==> src/rtl/mem_arb_pkg.sv <==
// rtl/mem_arb_pkg.sv - shared types and constants for the RAM arbiter
package mem_arb_pkg;

  typedef enum logic {
    IDLE   = 1'b0,
    LOCKED = 1'b1
  } arb_state_t;

  localparam logic REQ_CPU = 1'b0;
  localparam logic REQ_LDR = 1'b1;

  localparam int DEF_AW = 16;
  localparam int DEF_DW = 16;

endpackage

==> src/rtl/mem_arb_rsp_pipe.sv <==
// rtl/mem_arb_rsp_pipe.sv - read-return tag pipeline steering RVALID to the issuing requester
module mem_arb_rsp_pipe
  import mem_arb_pkg::*;
#(
  parameter int RD_LAT = 1
) (
  input  logic clk,
  input  logic rst,
  input  logic load,
  input  logic id,
  output logic rvalid0,
  output logic rvalid1
);

  logic [RD_LAT-1:0] vld;
  logic [RD_LAT-1:0] tag;

  always_ff @(posedge clk) begin
    if (rst) begin
      vld <= '0;
      tag <= '0;
    end else begin
      vld[0] <= load;
      tag[0] <= id;
      for (int i = 1; i < RD_LAT; i++) begin
        vld[i] <= vld[i-1];
        tag[i] <= tag[i-1];
      end
    end
  end

  assign rvalid0 = vld[RD_LAT-1] && (tag[RD_LAT-1] == REQ_CPU);
  assign rvalid1 = vld[RD_LAT-1] && (tag[RD_LAT-1] == REQ_LDR);

endmodule

==> src/rtl/mem_arbiter.sv <==
// rtl/mem_arbiter.sv - round-robin two-master arbiter for a single-port synchronous RAM
module mem_arbiter
  import mem_arb_pkg::*;
#(
  parameter int AW       = DEF_AW,
  parameter int DW       = DEF_DW,
  parameter int RD_LAT   = 1,
  parameter int MAX_LOCK = 4
) (
  input  logic          CLK,
  input  logic          RST,
  input  logic          R0_REQ,
  input  logic          R0_WE,
  input  logic          R0_LOCK,
  input  logic [AW-1:0] R0_ADDR,
  input  logic [DW-1:0] R0_WDATA,
  output logic          R0_GNT,
  output logic          R0_RVALID,
  output logic [DW-1:0] R0_RDATA,
  input  logic          R1_REQ,
  input  logic          R1_WE,
  input  logic          R1_LOCK,
  input  logic [AW-1:0] R1_ADDR,
  input  logic [DW-1:0] R1_WDATA,
  output logic          R1_GNT,
  output logic          R1_RVALID,
  output logic [DW-1:0] R1_RDATA,
  output logic [AW-1:0] ADDRESS,
  output logic [DW-1:0] DATA,
  output logic          WREN,
  input  logic [DW-1:0] Q
);

  localparam int CW = $clog2(MAX_LOCK + 1);
  localparam logic [CW-1:0] MAX_CNT = CW'(MAX_LOCK);

  arb_state_t    state;
  logic          owner;
  logic          last;
  logic [CW-1:0] lock_cnt;

  logic sel_valid;
  logic sel_id;
  logic sel_we;
  logic sel_lock;
  logic owner_req;

  // A requesting owner excludes the other master; once it drops REQ, normal arbitration applies.
  always_comb begin
    sel_valid = 1'b0;
    sel_id    = REQ_CPU;
    owner_req = (owner == REQ_LDR) ? R1_REQ : R0_REQ;
    if (!RST) begin
      if (state == LOCKED && owner_req) begin
        if (lock_cnt < MAX_CNT) begin
          sel_valid = 1'b1;
          sel_id    = owner;
        end
      end else if (R0_REQ && R1_REQ) begin
        sel_valid = 1'b1;
        sel_id    = ~last;
      end else if (R0_REQ) begin
        sel_valid = 1'b1;
        sel_id    = REQ_CPU;
      end else if (R1_REQ) begin
        sel_valid = 1'b1;
        sel_id    = REQ_LDR;
      end
    end
  end

  assign sel_we   = (sel_id == REQ_LDR) ? R1_WE : R0_WE;
  assign sel_lock = (sel_id == REQ_LDR) ? R1_LOCK : R0_LOCK;

  assign R0_GNT  = sel_valid && (sel_id == REQ_CPU);
  assign R1_GNT  = sel_valid && (sel_id == REQ_LDR);
  assign WREN    = sel_valid && sel_we;
  assign ADDRESS = !sel_valid ? '0 : (sel_id == REQ_LDR) ? R1_ADDR : R0_ADDR;
  assign DATA    = !sel_valid ? '0 : (sel_id == REQ_LDR) ? R1_WDATA : R0_WDATA;

  always_ff @(posedge CLK) begin
    if (RST) begin
      state    <= IDLE;
      owner    <= REQ_CPU;
      last     <= REQ_LDR;
      lock_cnt <= '0;
    end else if (sel_valid) begin
      last <= sel_id;
      if (state == LOCKED && sel_id == owner) begin
        if (!sel_lock || (lock_cnt + 1'b1) >= MAX_CNT) begin
          state    <= IDLE;
          lock_cnt <= '0;
        end else begin
          lock_cnt <= lock_cnt + 1'b1;
        end
      end else if (sel_lock && MAX_LOCK > 1) begin
        state    <= LOCKED;
        owner    <= sel_id;
        lock_cnt <= CW'(1);
      end else begin
        state    <= IDLE;
        lock_cnt <= '0;
      end
    end else if (state == LOCKED) begin
      state    <= IDLE;
      lock_cnt <= '0;
    end
  end

  mem_arb_rsp_pipe #(
    .RD_LAT(RD_LAT)
  ) u_rsp_pipe (
    .clk    (CLK),
    .rst    (RST),
    .load   (sel_valid && !sel_we),
    .id     (sel_id),
    .rvalid0(R0_RVALID),
    .rvalid1(R1_RVALID)
  );

  assign R0_RDATA = Q;
  assign R1_RDATA = Q;

endmodule

==> config.mk <==
export PLATFORM = sky130hd
export DESIGN_NAME = mem_arbiter
export DESIGN_NICKNAME = d
export VERILOG_FILES = /design/src/rtl/mem_arb_pkg.sv /design/src/rtl/mem_arb_rsp_pipe.sv /design/src/rtl/mem_arbiter.sv
export SDC_FILE = /design/constraint.sdc
export NUM_CORES = 1
export LEC_CHECK = 0
export CAP_MARGIN = 25
export CORE_MARGIN = 2
export CORE_UTILIZATION = 28
export CTS_BUF_LIST = sky130_fd_sc_hd__clkbuf_4 sky130_fd_sc_hd__clkbuf_8
export DETAILED_ROUTE_END_ITERATION = 8
export PLACE_DENSITY = 0.94
export SKIP_LAST_GASP = 1
export SYNTH_ARGS = -nofsm -noshare
export SYNTH_HDL_FRONTEND = slang
export SYNTH_SLANG_ARGS = --single-unit
==> constraint.sdc <==
create_clock -name CLK -period 4.6 [get_ports CLK]
set_clock_uncertainty 0.05 [all_clocks]
set_input_delay 0.69 -clock CLK [delete_from_list [all_inputs] [get_ports CLK]]
set_output_delay 0.69 -clock CLK [all_outputs]
set_load 0.01 [all_outputs]
==> qor.txt <==
die area - 0.00481 mm^2
mux contribution to synthesized area - 31.4%
Root Buffer - clkbuf_8
maximum VDD drop - 0.0704 mV
Rel. slew slack - 72.4%
post-synthesis compound-gate area fraction - 9.95%
period utilisation layout - 78.6%
vias in the first global route - 1355
initial antenna violation count - 0
final std cells w/o fill - 280
synthesized area - 0.00119 mm^2
WL final - 3920 um
First DRT Iteration DRCs - 56
max-cap violations - 0
crit start category - input pin
nature of the critical path endpoint - primary output
GR Util All Layers - 16.0%
pins over their slew limit - 0
hold path start - lock_cnt[1]$_SDFFE_PP0P_
YS warnings - 0
worst hold path type - register to register
TritonCTS clock tree - done
hold-critical path depth - 1
Port-buffer cells - 108
Synth Area in Simple Gates - 18.4%
Layout area overhead - 78.1%
Hold EP - lock_cnt[1]$_SDFFE_PP0P_
DRT antenna net count - 0
status - finished clean
largest family of logic cells by synthesized area - multiplexers
DRC viols - 0
worst slew pin tran - 411 ps
worst hold slack - 466 ps
GR Overflow Total - 0
RSZ-0062 raised after global routing - false
Vias/cell - 4.70
cts bufs inserted - 3
#FFs+latches synth - 8
Worst-Skew Late Latency - 230 ps
post-synthesis adder-cell area fraction - 1.05%
Area after DPL - 0.00209 mm^2
first-pass GRT wire length - 6470 um
cell area after layout - 0.00213 mm^2
Pre-Repair DR Iteration Count - 4
boundary pin count - 157
# hold bufs at CTS - 0
Final Wtd Congestion - 0.799
nets@finish - 321
cell taking the most area after synthesis - mux2i_1
H-tree levels - 1
Synth Area in XOR/XNOR - 1.47%
Critical R2R Capture - lock_cnt[0]$_SDFFE_PP0P_
FP Rows - 23
Crit path required time - 3860 ps
Synth top area share - 30.2%
setup slack, reg-to-reg - 2360 ps
Core ar. - 0.00406 mm^2
Syn Area/Cell - 7.56 um^2
worst slack at placement - 984 ps
CP Max Fanout - 41
diodes inserted - 0
crit path DAT - 2880 ps
setup_tns - 0 ps
Setup-failing EPs final - 0
via count - 1316
Die Height - 69.3 um
Clock transition at path regs - 40 ps
Worst R2R Path Depth - 5
Mapped Nets - 247
largest net degree at the start of global routing - 43
CTS Sinks - 8
Final Hold Vio Count - 0
drt wl/cell - 14.0 um
Unique masters post-synth - 30
FMAX - 277 MHz
# resized after CTS - 0
Seq/Total Area, Yosys - 13.4%
Final Power - 0.356 mW
Min Clock Period, post-route - 3620 ps
synth top area cells - mux2i_1 30%, buf_4 20%, dfxtp_1 13%, nor2_1 12%, o211ai_1 2.5%
Initial Util - 29.4%
postcts setup bufs - 0
Cell Count Post-Placement - 277
CTS Buffer Depth - 2
Detail Placement HPWL - 3100 um
slack of the critical path - 984 ps
die width - 69.3 um
share of post-route cells with drive strength above 1 - 2.61%
P_leak - 0.944 nW
Mapped Cells - 158
Core Util, Final - 52.5%
fill count - 364
CP Class - input pin to primary output
worst reg2reg path startpoint - owner$_SDFFE_PP0P_
P per Cell Area - 167 mW/mm^2
==> state kept, by name (all words and copies together), names as in the netlist <==
name            cells
lock_cnt            3
last                1
owner               1
state               1
u_rsp_pipe.tag      1
u_rsp_pipe.vld      1
==> Yosys cell counts (all sizes together) <==
library cell	number
a211o	1
a21boi	1
a21oi	1
a311o	1
a311oi	2
a32o	1
a32oi	1
and2	3
and3	2
buf	36
clkbuf	5
dfxtp	8
ha	1
inv	3
mux2	1
mux2i	36
nand2	2
nand3	2
nand3b	2
nor2	37
nor2b	1
nor3	1
o211ai	4
o21ai	1
o22a	1
o31ai	1
or3	1
xnor2	1
xor2	1
==> layout by cell type (no fill, tap or decap), types with 2 or more instances in the layout <==
cell type,synthesis,routed
and2_1,3,3
dfxtp_1,8,8
nor2_1,37,37
inv_1,3,3
o211ai_1,4,4
clkbuf_8,0,3
mux2i_1,36,36
nand3_1,2,2
and3_1,2,2
nand2_1,2,2
clkdlybuf4s50_1,0,108
nand3b_1,2,2
a311oi_1,2,2
==> power breakdown <==
part	total (mW)	switching (mW)	internal, mW
combinational	0.196	0.0716	0.124
clock	0.0832	0.0266	0.0566
sequential	0.0770	0.00392	0.0731
total	0.356	0.102	0.254
==> per-layer routing <==
metal	vias to the layer above	share of wire (%)	track usage, %
li1	655	-	-
met4	0	1.5	4.79
met1	578	36	17.7
met3	6	8.1	4.22
met5	-	0	0
met2	77	54	29.8
==> critical path, cell delays in order <==
cell	delay, ps
clkdlybuf4s50_1	490
mux2_4	310
a311o_1	350
buf_4	260
nor2_1	190
clkdlybuf4s50_1	580
==> kinds of logic after synthesis <==
family / after synthesis
buffers and inverters: 44
AND/OR/NAND/NOR: 51
AO/OA/AOI/OAI: 15
XOR/XNOR: 2
multiplexers: 37
adder cells (fa/ha/maj): 1
flip-flops: 8
==> final cells by class <==
type / count / area [um^2] / area share [%]
Tap cell: 50 / 62.6 / 2.94
Clock buffer: 3 / 41.3 / 1.94
Inverter: 3 / 11.3 / 0.529
Multi-Input combinational cell: 106 / 744 / 35.0
Sequential cell: 8 / 160 / 7.53
Timing Repair Buffer: 110 / 1110 / 52.1
==> worst max path at each step <==
| stage | from | to | slack [ps] | depth (start not counted) |
|---|---|---|---|---|
| 6_report | R0_REQ | ADDRESS[10] | 980 | 6 |
| 3_3_place_gp | R0_REQ | DATA[10] | 1070 | 6 |
| 4_1_cts | R0_REQ | ADDRESS[10] | 970 | 6 |
| 2_1_floorplan | R0_REQ | ADDRESS[0] | 1910 | 5 |
| 3_5_place_dp | R0_REQ | ADDRESS[10] | 980 | 6 |
| 5_1_grt | R0_REQ | ADDRESS[10] | 870 | 6 |
(Power assumes the default switching activity.)
